[src/rtl/btn_event_gen_if.sv]
// Button event bus: raw pins in, debounced levels and one-cycle events out.
// The slave modport is the event generator; the master is whoever drives the
// pins and consumes the events.
interface btn_event_gen_if #(
  parameter int N = 4
) ();
  logic [N-1:0] btn;
  logic [N-1:0] lvl;
  logic [N-1:0] press;
  logic [N-1:0] release_pulse;
  logic [N-1:0] repeat_pulse;
  logic         chord;
  logic [N-1:0] chord_map;

  modport master (
    output btn,
    input  lvl, press, release_pulse, repeat_pulse, chord, chord_map
  );

  modport slave (
    input  btn,
    output lvl, press, release_pulse, repeat_pulse, chord, chord_map
  );
endinterface

[src/rtl/btn_event_gen.sv]
// N-button debouncer feeding a press / release / auto-repeat / chord engine.
// All event outputs are registered and appear one cycle after the debounced
// level change that causes them.
//
// state   | meaning
// --------+-----------------------------------------------------------------
// S_IDLE  | no button held
// S_SOLO  | exactly one button (owner) held; repeat timer running
// S_CHORD | multi-button gesture in progress; map accumulates every press
module btn_event_gen #(
  parameter int   N        = 4,
  parameter logic RV       = 1'b1,
  parameter int   DBW      = 12,
  parameter int   DEB_CYC  = 2499,
  parameter int   HBW      = 24,
  parameter int   HOLD_CYC = 12499999,
  parameter int   RPT_CYC  = 2499999
) (
  input logic             clk,
  input logic             rstx,
  btn_event_gen_if.slave  bus
);

  localparam int              OW       = $clog2(N);
  localparam logic [N-1:0]    IDLE_LVL = {N{RV}};
  localparam logic [DBW-1:0]  DEB_T    = DBW'(DEB_CYC);
  localparam logic [HBW-1:0]  HOLD_T   = HBW'(HOLD_CYC);
  localparam logic [HBW-1:0]  RPT_T    = HBW'(RPT_CYC);

  typedef enum logic [1:0] {S_IDLE, S_SOLO, S_CHORD} state_t;

  logic [N-1:0]   sync1, sync2;
  logic [N-1:0]   pressed_sync;
  logic [N-1:0]   stable;
  logic [N-1:0]   stable_d;
  logic [N-1:0]   rise;
  logic           rise_one_hot;
  logic [OW-1:0]  rise_idx;

  state_t         state, state_nxt;
  logic [OW-1:0]  owner, owner_nxt;
  logic [N-1:0]   owner_bit;
  logic [N-1:0]   other_rise;
  logic [N-1:0]   map, map_nxt;
  logic [HBW-1:0] hold_cnt, hold_nxt, hold_inc, hold_term;
  logic           in_rpt, in_rpt_nxt;

  logic [N-1:0]   press_q, press_nxt;
  logic [N-1:0]   rel_q, rel_nxt;
  logic [N-1:0]   rpt_q, rpt_nxt;
  logic           chord_q, chord_nxt;
  logic [N-1:0]   chord_map_q, chord_map_nxt;

  // Two-flop synchroniser; resets to the idle pin level so a held button
  // is seen as a fresh press once reset lifts.
  always_ff @(posedge clk or negedge rstx) begin
    if (!rstx) begin
      sync1 <= IDLE_LVL;
      sync2 <= IDLE_LVL;
    end else begin
      sync1 <= bus.btn;
      sync2 <= sync1;
    end
  end

  assign pressed_sync = sync2 ^ IDLE_LVL;

  for (genvar g = 0; g < N; g++) begin : g_deb
    logic [DBW-1:0] deb_cnt;
    logic           stb;

    // Accept a new level only after it has differed for DEB_CYC+1 cycles.
    always_ff @(posedge clk or negedge rstx) begin
      if (!rstx) begin
        deb_cnt <= '0;
        stb     <= 1'b0;
      end else if (pressed_sync[g] == stb) begin
        deb_cnt <= '0;
      end else if (deb_cnt == DEB_T) begin
        stb     <= pressed_sync[g];
        deb_cnt <= '0;
      end else begin
        deb_cnt <= deb_cnt + DBW'(1);
      end
    end

    assign stable[g] = stb;
  end

  // Previous debounced level, for rising-edge detection.
  always_ff @(posedge clk or negedge rstx) begin
    if (!rstx) stable_d <= '0;
    else       stable_d <= stable;
  end

  assign rise         = stable & ~stable_d;
  assign rise_one_hot = (rise != '0) && ((rise & (rise - N'(1))) == '0);
  assign owner_bit    = N'(1) << owner;
  assign other_rise   = rise & ~owner_bit;
  assign hold_inc     = (hold_cnt == '1) ? hold_cnt : hold_cnt + HBW'(1);
  assign hold_term    = in_rpt ? RPT_T : HOLD_T;

  // Index of the rising button; only meaningful when exactly one rises.
  always_comb begin
    rise_idx = '0;
    for (int i = 0; i < N; i++) begin
      if (rise[i]) rise_idx = OW'(i);
    end
  end

  // FSM state register.
  always_ff @(posedge clk or negedge rstx) begin
    if (!rstx) state <= S_IDLE;
    else       state <= state_nxt;
  end

  // FSM next-state decode.
  always_comb begin
    state_nxt = state;
    case (state)
      S_IDLE: begin
        if (rise_one_hot)     state_nxt = S_SOLO;
        else if (rise != '0)  state_nxt = S_CHORD;
      end
      S_SOLO: begin
        if (other_rise != '0)   state_nxt = S_CHORD;
        else if (!stable[owner]) state_nxt = (stable == '0) ? S_IDLE : S_CHORD;
      end
      S_CHORD: begin
        if (stable == '0) state_nxt = S_IDLE;
      end
      default: state_nxt = S_IDLE;
    endcase
  end

  // FSM outputs and datapath next values (owner, chord map, repeat timer).
  always_comb begin
    press_nxt     = '0;
    rel_nxt       = '0;
    rpt_nxt       = '0;
    chord_nxt     = 1'b0;
    chord_map_nxt = chord_map_q;
    owner_nxt     = owner;
    map_nxt       = map;
    hold_nxt      = hold_cnt;
    in_rpt_nxt    = in_rpt;
    case (state)
      S_IDLE: begin
        if (rise_one_hot) begin
          press_nxt  = rise;
          owner_nxt  = rise_idx;
          hold_nxt   = '0;
          in_rpt_nxt = 1'b0;
        end else if (rise != '0) begin
          map_nxt = rise;
        end
      end
      S_SOLO: begin
        if (other_rise != '0) begin
          map_nxt    = owner_bit | other_rise;
          hold_nxt   = '0;
          in_rpt_nxt = 1'b0;
        end else if (!stable[owner]) begin
          // A non-owner level held without a rise cannot normally occur;
          // treat it as a chord rather than reporting a solo release.
          if (stable == '0) rel_nxt = owner_bit;
          else              map_nxt = owner_bit | stable;
          hold_nxt   = '0;
          in_rpt_nxt = 1'b0;
        end else if (HOLD_CYC != 0) begin
          // First terminal is HOLD_CYC after PRESS, then every RPT_CYC.
          if (hold_inc == hold_term) begin
            rpt_nxt    = owner_bit;
            hold_nxt   = '0;
            in_rpt_nxt = 1'b1;
          end else begin
            hold_nxt = hold_inc;
          end
        end
      end
      S_CHORD: begin
        map_nxt = map | rise;
        if (stable == '0) begin
          chord_nxt     = 1'b1;
          chord_map_nxt = map | rise;
        end
      end
      default: ;
    endcase
  end

  // Registered events and datapath.
  always_ff @(posedge clk or negedge rstx) begin
    if (!rstx) begin
      owner       <= '0;
      map         <= '0;
      hold_cnt    <= '0;
      in_rpt      <= 1'b0;
      press_q     <= '0;
      rel_q       <= '0;
      rpt_q       <= '0;
      chord_q     <= 1'b0;
      chord_map_q <= '0;
    end else begin
      owner       <= owner_nxt;
      map         <= map_nxt;
      hold_cnt    <= hold_nxt;
      in_rpt      <= in_rpt_nxt;
      press_q     <= press_nxt;
      rel_q       <= rel_nxt;
      rpt_q       <= rpt_nxt;
      chord_q     <= chord_nxt;
      chord_map_q <= chord_map_nxt;
    end
  end

  assign bus.lvl           = stable;
  assign bus.press         = press_q;
  assign bus.release_pulse = rel_q;
  assign bus.repeat_pulse  = rpt_q;
  assign bus.chord         = chord_q;
  assign bus.chord_map     = chord_map_q;

endmodule

[src/flat_wrapper.sv]
// flat-port wrapper written by rule: the top's interface ports become plain ports
module btn_event_gen_flat 
#(
  parameter int   N        = 4,
  parameter logic RV       = 1'b1,
  parameter int   DBW      = 12,
  parameter int   DEB_CYC  = 2499,
  parameter int   HBW      = 24,
  parameter int   HOLD_CYC = 12499999,
  parameter int   RPT_CYC  = 2499999
)
  (clk, rstx, bus_btn, bus_lvl, bus_press, bus_release_pulse, bus_repeat_pulse, bus_chord, bus_chord_map);
  btn_event_gen_if #(.N(N)) bus_i ();
  input logic clk;
  input logic rstx;
  input wire logic [$bits(bus_i.btn)-1:0] bus_btn;
  output wire logic [$bits(bus_i.lvl)-1:0] bus_lvl;
  output wire logic [$bits(bus_i.press)-1:0] bus_press;
  output wire logic [$bits(bus_i.release_pulse)-1:0] bus_release_pulse;
  output wire logic [$bits(bus_i.repeat_pulse)-1:0] bus_repeat_pulse;
  output wire logic [$bits(bus_i.chord)-1:0] bus_chord;
  output wire logic [$bits(bus_i.chord_map)-1:0] bus_chord_map;
  assign bus_i.btn = bus_btn;
  assign bus_lvl = bus_i.lvl;
  assign bus_press = bus_i.press;
  assign bus_release_pulse = bus_i.release_pulse;
  assign bus_repeat_pulse = bus_i.repeat_pulse;
  assign bus_chord = bus_i.chord;
  assign bus_chord_map = bus_i.chord_map;
  btn_event_gen #(.N(N), .RV(RV), .DBW(DBW), .DEB_CYC(DEB_CYC), .HBW(HBW), .HOLD_CYC(HOLD_CYC), .RPT_CYC(RPT_CYC)) u_core (.clk(clk), .rstx(rstx), .bus(bus_i));
endmodule
[config.mk]
export PLATFORM = sky130hd
export DESIGN_NAME = btn_event_gen_flat
export DESIGN_NICKNAME = d
export VERILOG_FILES = /design/src/rtl/btn_event_gen_if.sv /design/src/rtl/btn_event_gen.sv /design/src/flat_wrapper.sv
export SDC_FILE = /design/constraint.sdc
export NUM_CORES = 1
export LEC_CHECK = 0
export BUFFER_PORTS_ARGS = -buffer_cell sky130_fd_sc_hd__buf_2
export CAP_MARGIN = 30
export CORE_MARGIN = 2
export CORE_UTILIZATION = 60
export CTS_BUF_LIST = sky130_fd_sc_hd__clkbuf_4 sky130_fd_sc_hd__clkbuf_8
export DETAILED_ROUTE_END_ITERATION = 12
export MAX_ROUTING_LAYER = met4
export PLACE_DENSITY = 0.81
export SLEW_MARGIN = 20
export SYNTH_ARGS = -nofsm -noshare
export SYNTH_HDL_FRONTEND = slang
export SYNTH_SLANG_ARGS = --single-unit
[constraint.sdc]
create_clock -name clk -period 6.1 [get_ports clk]
set_input_delay 1.22 -clock clk [delete_from_list [all_inputs] [get_ports clk]]
set_output_delay 1.22 -clock clk [all_outputs]
set_load 0.1 [all_outputs]
==> results of run 1 <==
## worst max-delay path by stage
stage / startpoint / endpoint / slack, ns / depth (start not counted)
floorplan: u_core.hold_cnt[0] / u_core.hold_cnt[10] / 3.17 / 10
global placement: u_core.g_deb[3].stb / u_core.map[0] / 2.53 / 8
detailed placement: u_core.hold_cnt[0] / u_core.hold_cnt[17] / 2.40 / 9
CTS: u_core.hold_cnt[0] / u_core.hold_cnt[17] / 2.38 / 9
global route: u_core.hold_cnt[0] / u_core.hold_cnt[17] / 2.09 / 9
finish: u_core.hold_cnt[0] / u_core.hold_cnt[17] / 2.29 / 9
## stage by stage
step | std cells | instance area (um^2) | setup WS, ns
after CTS | 830 | 6860 | 2.38
after global placement | 797 | 6460 | 2.53
after global routing | 830 | 6860 | 2.09
after detailed placement | 798 | 6480 | 2.40
after floorplan | 673 | 6330 | 3.17
final | 830 | 6860 | 2.29
## Yosys cell counts (all sizes together), types with 17 or more instances
cell    count  area share
and3       19       0.019
nand3      40       0.032
nand2      65       0.039
dfrtp     106        0.42
clkbuf     26       0.016
xnor2      21       0.029
a21oi      22       0.017
xor2       31       0.043
o21ai      27       0.022
nor4       22       0.028
inv        18       0.011
nand4      17       0.018
nor2       91       0.054
## power breakdown
| part | switching, W | internal (W) | leakage (nW) |
|---|---|---|---|
| clock network | 0.000301 | 0.000372 | 0.201 |
| registers | 0.00000826 | 0.000767 | 1.56 |
| logic | 0.0000247 | 0.00000967 | 1.14 |
## registers in the layout, indices dropped and copies added, names as in the netlist
| signal | count |
|---|---|
| u_core.owner | 2 |
| u_core.sync1 | 4 |
| u_core.bus.chord_map | 4 |
| u_core.in_rpt | 1 |
| u_core.g_deb.stb | 4 |
| u_core.state | 2 |
| u_core.hold_cnt | 24 |
| u_core.stable_d | 4 |
| u_core.sync2 | 4 |
| u_core.g_deb.deb_cnt | 48 |
| u_core.bus.chord | 1 |
| u_core.bus.release_pulse | 4 |
| u_core.bus.repeat_pulse | 4 |
| u_core.map | 4 |
| u_core.bus.press | 4 |
## layer usage
metal	up-vias	GRT usage
li1	2449	-
met1	2552	0.356
met2	197	0.443
met3	43	0.0650
met4	0	0.139
met5	-	-
## cell families (layout without fill, tap and decap cells)
family,Yosys count,in the layout,synth area share
compound gates,118,118,0.134
xor+xnor,52,52,0.0720
fa+ha+maj,9,9,0.0178
buf+inv,58,79,0.0392
flops,114,114,0.453
mux,11,11,0.0208
simple gates,311,311,0.263
## worst max-delay path, stage by stage (launching register included)
cell	delay (ns)
sky130_fd_sc_hd__dfrtp_1	0.47
sky130_fd_sc_hd__ha_1	0.43
sky130_fd_sc_hd__nand3_1	0.34
sky130_fd_sc_hd__nor4_1	0.63
sky130_fd_sc_hd__a21o_1	0.27
sky130_fd_sc_hd__a31oi_1	0.12
sky130_fd_sc_hd__or4b_1	0.52
sky130_fd_sc_hd__nand3b_4	0.21
sky130_fd_sc_hd__o211ai_4	0.51
sky130_fd_sc_hd__o31ai_1	0.15
## cells in the final DEF (no fill, tap or decap), types with 8 or more instances in the layout
cell type	instances
sky130_fd_sc_hd__inv_1	18
sky130_fd_sc_hd__nand3_1	39
sky130_fd_sc_hd__nand2_1	65
sky130_fd_sc_hd__buf_2	25
sky130_fd_sc_hd__clkbuf_8	20
sky130_fd_sc_hd__xor2_1	31
sky130_fd_sc_hd__nand4_1	16
sky130_fd_sc_hd__a21oi_1	22
sky130_fd_sc_hd__o31ai_1	8
sky130_fd_sc_hd__o21ai_0	18
sky130_fd_sc_hd__dfrtp_1	106
sky130_fd_sc_hd__nor3_1	9
sky130_fd_sc_hd__nor4_1	18
sky130_fd_sc_hd__nand2b_1	9
sky130_fd_sc_hd__nor2_1	91
sky130_fd_sc_hd__dfstp_2	8
sky130_fd_sc_hd__o21ai_1	8
sky130_fd_sc_hd__xnor2_1	21
sky130_fd_sc_hd__ha_1	9
sky130_fd_sc_hd__and3_1	19
## area by class of cell
type,count,area share
clock buffers,24,0.0445
repair buffers,29,0.0237
clock inverters,8,0.0115
well taps,136,0.0248
multi-input cells,501,0.469
flip-flops and latches,114,0.417
inverters,18,0.00985
==> impl_summary.txt, run 1 <==
----------------------------------------------------
[Pwr]
  Peak supply drop ... ~0.19 mV
  Final Total Pwr ... 0.00148 W
  Power Density ... 216 nW/um^2
  Pleak ... around 2.9 nW

[Route]
  Final routed wire length divided by cell count ... 18.0 um
  Highest routing layer actually used ... met4
  Routed length on met1 ... 6350 um
  Via count normalized by instance count ... 6.31
  Wire length on met3 ... 825 um
  Antenna-violating nets left ... 0
  Detailed-route wire length ... 14,900 um
  Count of vias placed by the detailed router ... 5,241
  Number of iterations in the first detailed-routing pass ... 5
  Iter 0 DRT Violations ... 415
  DRC violation count after routing ... 0
  Met2 routed wirelength ... 7310 um

[Worst hold path]
  Startpoint of the most critical hold path ... u_core.sync1[3]
  Tightest Hold Check Type ... reg2reg
  Worst hold stages ... 0
  End point of the most critical hold path ... u_core.sync2[3]

[Worst setup path]
  Critical Path RT ... 6.39 ns
  R2R setup slack ... between 2 and 2.5 ns
  FF-to-FF path depth ... 9
  FF-to-FF End ... u_core.hold_cnt[17]
  Launching element type of the critical path ... flop
  Worst Setup End Kind ... flop
  Critical path class ... reg2reg
  Maximum fanout encountered on the critical timing path ... 15
  Endpoint arrival time on the critical path ... 4.09 ns
  Launching point of the worst reg2reg path ... u_core.hold_cnt[0]

[CTS]
  Number of buffers added by the clock tree synthesis step ... 17
  Cells resized by post-CTS repair ... 0
  Later-pin clock latency in the skew report ... between 0.4 and 0.5 ns
  Total number of clock tree sinks ... ~110
  Number of setup buffers added after CTS ... 0
  H-tree depth ... 4
  Cell at the root of the clock tree ... sky130_fd_sc_hd__clkbuf_8
  Clock tree from TritonCTS ... done
  CTS max path bufs ... 2
  Worst-path clk slew ... roughly 0.070 ns
  Post-CTS Hold Buffers ... 0

[Global routing]
  Overall global routing resource usage ... 0.285
  Global-route wire length before repair ... 24,800 um
  Gr ovfl total ... 0
  Maximum number of pins on one net before global-route repair ... 72
  Initial antenna violation count ... 0
  Via count of the first global-routing pass ... 5,167

[Layout]
  Antenna cell count ... 0
  Share of cells above drive strength 1 ... 0.150
  Combined area of the multi-input logic cells ... 3220 um^2
  Storage element area ... 2860 um^2
  Area growth from synthesis to final layout ... 8.48%
  Count of fill cells added during filler insertion ... 818
  Number of nets in the final layout ... 696
  Final core area utilization ... 0.668

[Synthesis]
  Mapped Nets ... 688
  Number of different library cells in the post-synthesis netlist ... a little under 80
  Post-synth ARST share ... 1.00
  Synth warn ... 0
  Most used flip-flop cell after synthesis ... sky130_fd_sc_hd__dfrtp_1
  Post-synthesis instance total ... just under 700
  Post-synth EDFFs ... 0
  Cell area after synthesis ... 6330 um^2
  Synthesis-stage register bit count ... 114
  Syn Area/Cell ... 9.40 um^2
  Seq/Total Area, Yosys ... 0.453

[Timing]
  Final hold violation count ... 0
  Post-route minimum period ... 3.81 ns
  Final setup violation count ... 0
  Max-slew violation total from the final report ... 0
  Max_slew headroom ... 0.353
  Worst hold margin ... roughly 0.35 ns
  Share of the clock period used by the worst path after layout ... 0.624
  Fin Clk Skew ... 0.0105 ns
  Maximum frequency from static timing analysis ... 0.263 GHz
  Post-Route Setup TNS ... 0 ns
  Unrepaired setup endpoints after global routing ... false
  Slew @ Worst Pin ... 0.968 ns

[Job]
  Max Cap Viol ... 0

[Placed design]
  Number of port buffers ... 26
  Placed wire-length estimate after detailed placement ... 10,500 um
  Final weighted congestion of routability-driven global placement ... 0.984

[Die]
  Height of the die ... 107 um
  IO Count ... 27
  Die outline width ... 107 um
  Area of the core ... 10,300 um^2
  Initial standard-cell utilization of the core ... 0.616
  # rows ... 37
  Die Area ... 11,400 um^2

[Status]
  Outcome ... finished, final reports clean

----------------------------------------------------
(Power assumes the default switching activity.)
==> run 2: changes to the inputs <==
--- a/config.mk
+++ b/config.mk
@@ -8,11 +8,11 @@
 export BUFFER_PORTS_ARGS = -buffer_cell sky130_fd_sc_hd__buf_2
 export CAP_MARGIN = 30
 export CORE_MARGIN = 2
-export CORE_UTILIZATION = 60
+export CORE_UTILIZATION = 58
 export CTS_BUF_LIST = sky130_fd_sc_hd__clkbuf_4 sky130_fd_sc_hd__clkbuf_8
 export DETAILED_ROUTE_END_ITERATION = 12
 export MAX_ROUTING_LAYER = met4
-export PLACE_DENSITY = 0.81
+export PLACE_DENSITY = 0.82
 export SLEW_MARGIN = 20
 export SYNTH_ARGS = -nofsm -noshare
 export SYNTH_HDL_FRONTEND = slang
==> constraint.sdc (replaced) <==
create_clock -name clk -period 3.1 [get_ports clk]
set_input_delay 0.62 -clock clk [delete_from_list [all_inputs] [get_ports clk]]
set_output_delay 0.62 -clock clk [all_outputs]
set_load 0.1 [all_outputs]
==> run 2 against run 1 <==
Compared with the run above:
- core utilization rose by 2.2 points
- global-route usage is 1.1 points higher
- clock-buffer cell count decreased by 3
- flip-flop and latch count is the same
- non-clock buffer count grew 53
==> impl_summary.txt, run 2 (synthesis gave the netlist of run 1 again) <==
----------------------------------------------------
[Timing]
  Maximum frequency from static timing analysis ... 0.329 GHz
  Final setup violation count ... 0
  Post-Route Setup TNS ... 0 ns
  Share of the clock period used by the worst path after layout ... 0.979
  Max_slew headroom ... 0.568
  Post-route minimum period ... 3.04 ns
  Final worst setup slack ... approximately 0.065 ns
  Slew @ Worst Pin ... 0.644 ns
  Max-slew violation total from the final report ... 0
  Final hold violation count ... 0
  Fin Clk Skew ... approximately 0.018 ns

[Global routing]
  Initial antenna violation count ... 0
  Overall global routing resource usage ... 0.297
  Via count of the first global-routing pass ... 5,526
  Fraction of met2 tracks used by global routing ... 0.468
  Global-route wire length before repair ... ~27,000 um
  Gr ovfl total ... 0
  Maximum number of pins on one net before global-route repair ... 50
  GRT Max-Usage Layer ... met2
  Met1 Usage GRT ... 0.368
  Routing usage on met3 ... 0.0669

[Worst setup path]
  Worst Setup End Kind ... flop
  Endpoint arrival time on the critical path ... 3.33 ns
  Critical path class ... reg2reg
  Critical Path RT ... 3.39 ns
  Top cell by count, worst path ... sky130_fd_sc_hd__buf_4
  Highest-delay cell along the critical path ... sky130_fd_sc_hd__dfrtp_1
  Series of cell instances along the critical path ... nand4_1 > buf_4 > nor4_4 > a21o_1 > o311ai_0 > nor4_1 > buf_4 > o2111ai_4 > buf_4 > a221oi_1 > nand2_1
  CP top delay family ... simple AND/OR/NAND/NOR gates
  Largest stage delay, worst path ... 0.48 ns
  Maximum fanout encountered on the critical timing path ... 8
  Launching element type of the critical path ... flop
  Buffer and inverter count on the worst path ... 3

[Layout]
  Storage element area ... 2870 um^2
  Final core area utilization ... 0.690
  Fin cells ... ~890
  Most common library cell in the layout ignoring fill and taps ... sky130_fd_sc_hd__dfrtp_1
  Share of cells above drive strength 1 ... 0.229
  Area growth from synthesis to final layout ... 17.2%
  Antenna cell count ... 0
  Register with the highest flop count ... u_core.g_deb.deb_cnt
  Commonest cells after routing, fill and taps aside ... 101 x sky130_fd_sc_hd__dfrtp_1, 91 x sky130_fd_sc_hd__nor2_1, 65 x sky130_fd_sc_hd__nand2_1
  Number of flip-flops in the largest register ... 48
  Number of nets in the final layout ... 749
  Count of fill cells added during filler insertion ... between 700 and 800
  Registers with the highest flip-flop counts ... u_core.g_deb.deb_cnt: 48 flops, u_core.hold_cnt: 24 flops
  Combined area of the multi-input logic cells ... between 3000 and 4000 um^2

[CTS]
  Clock tree from TritonCTS ... done
  Post-CTS Hold Buffers ... 0
  Worst-path clk slew ... around 0.08 ns
  H-tree depth ... 4
  Cell at the root of the clock tree ... sky130_fd_sc_hd__clkbuf_8
  CTS max path bufs ... 2
  Later-pin clock latency in the skew report ... 0.43 ns
  Total number of clock tree sinks ... about 110
  Number of buffers added by the clock tree synthesis step ... 17

[Die]
  Height of the die ... about 110 um
  Die Area ... about 12,000 um^2
  Initial standard-cell utilization of the core ... 0.589
  # rows ... 38
  Die outline width ... between 100 and 150 um
  IO Count ... 27
  Area of the core ... 10,700 um^2

[Route]
  DRC violation count after routing ... 0
  Iter 0 DRT Violations ... 590
  Detailed-route wire length ... 16,100 um
  Via count normalized by instance count ... roughly 6.3
  Count of vias placed by the detailed router ... 5,574
  Number of iterations in the first detailed-routing pass ... 5
  Antenna-violating nets left ... 0
  Final routed wire length divided by cell count ... 18.1 um

[Pwr]
  Sw Share ... 0.223
  Peak supply drop ... 0.485 mV
  Net switching component of the power ... 0.000690 W
  Pleak ... 3.23 nW
  Power Density ... 417 nW/um^2
  Clock power share ... 0.484
  Final Total Pwr ... 0.00309 W
  Internal power summed over all cells ... 0.00241 W
  Logic pwr share ... 0.022
  Share of power burned in registers ... 0.493

[Status]
  Outcome ... finished, final reports clean

[Job]
  Max Cap Viol ... 0

[Placed design]
  Number of port buffers ... 26
  Placement Setup Slack ... roughly 0.06 ns
  Final weighted congestion of routability-driven global placement ... 1.00
  Placed wire-length estimate after detailed placement ... 10,900 um
  Placed cell count ... 846

[Worst hold path]
  Tightest Hold Check Type ... in2async

----------------------------------------------------
==> run 2: cell count changes in the layout (fill, tap and decap cells not counted), sizes merged <==
| cell | change |
|---|---|
| buf | +53 |
| bufinv | +2 |
| clkbuf | -3 |
| clkinv | -3 |
| clkinvlp | +2 |
| inv | +2 |
==> run 2: power by group through the flow <==
stage               clock [W]  combinational (W)  sequential [W]
floorplan                   0          0.0000295         0.00155
detailed placement          0          0.0000718         0.00155
finish                0.00150          0.0000691         0.00153
global route          0.00159          0.0000814         0.00153
CTS                   0.00152          0.0000718         0.00153
global placement            0          0.0000680         0.00155
==> run 2: area by class of cell <==
class,instances,area share
Multi-Input combinational cell,501,0.444
Clock buffer,21,0.0381
Clock inverter,11,0.0206
Inverter,18,0.00911
Timing Repair Buffer,82,0.0779
Tap cell,140,0.0236
Sequential cell,114,0.387
==> run 2: worst reg2reg max path, stage by stage (launching register included) <==
cell and delay (ns):
sky130_fd_sc_hd__dfrtp_1 0.48, sky130_fd_sc_hd__nand4_1 0.21, sky130_fd_sc_hd__buf_4 0.20, sky130_fd_sc_hd__nor4_4 0.31, sky130_fd_sc_hd__a21o_1 0.26, sky130_fd_sc_hd__o311ai_0 0.21
sky130_fd_sc_hd__nor4_1 0.31, sky130_fd_sc_hd__buf_4 0.18, sky130_fd_sc_hd__o2111ai_4 0.12, sky130_fd_sc_hd__buf_4 0.21, sky130_fd_sc_hd__a221oi_1 0.30, sky130_fd_sc_hd__nand2_1 0.10
==> run 2: layer usage <==
metal  up-vias  part of all wire
met5         -                 0
li1       2561                 -
met4         0             0.030
met2       233              0.49
met1      2723              0.42
met3        57             0.058
==> run 2: final timing paths <==
path	startpoint	end	slack, ns	cells after the start
setup / recovery	u_core.hold_cnt[20]	u_core.hold_cnt[21]	0.06	11
hold reg to reg	u_core.sync1[0]	u_core.sync2[0]	0.36	0
hold / removal	rstx	u_core.hold_cnt[20]	0.15	1
setup reg to reg	u_core.hold_cnt[20]	u_core.hold_cnt[21]	0.06	11
max in group asynchronous	rstx	u_core.sync1[2]	2.13	2
min in group clk	bus_btn[0]	u_core.sync1[0]	0.29	1
==> run 2: timing repair <==
item,in CTS,in global routing
endpoints found under the hold margin,0,0
setup endpoints to repair,0,27
gates resized for setup,0,18
buffers inserted,0,9
==> run 2: through the flow <==
| step | hold slack (ns) | cell area (um^2) |
|---|---|---|
| after detailed placement | 0.347 | 6830 |
| after global routing | 0.164 | 7420 |
| after global placement | 0.345 | 6830 |
| after CTS | 0.152 | 7270 |
| final | 0.152 | 7420 |
| after floorplan | 0.324 | 6330 |
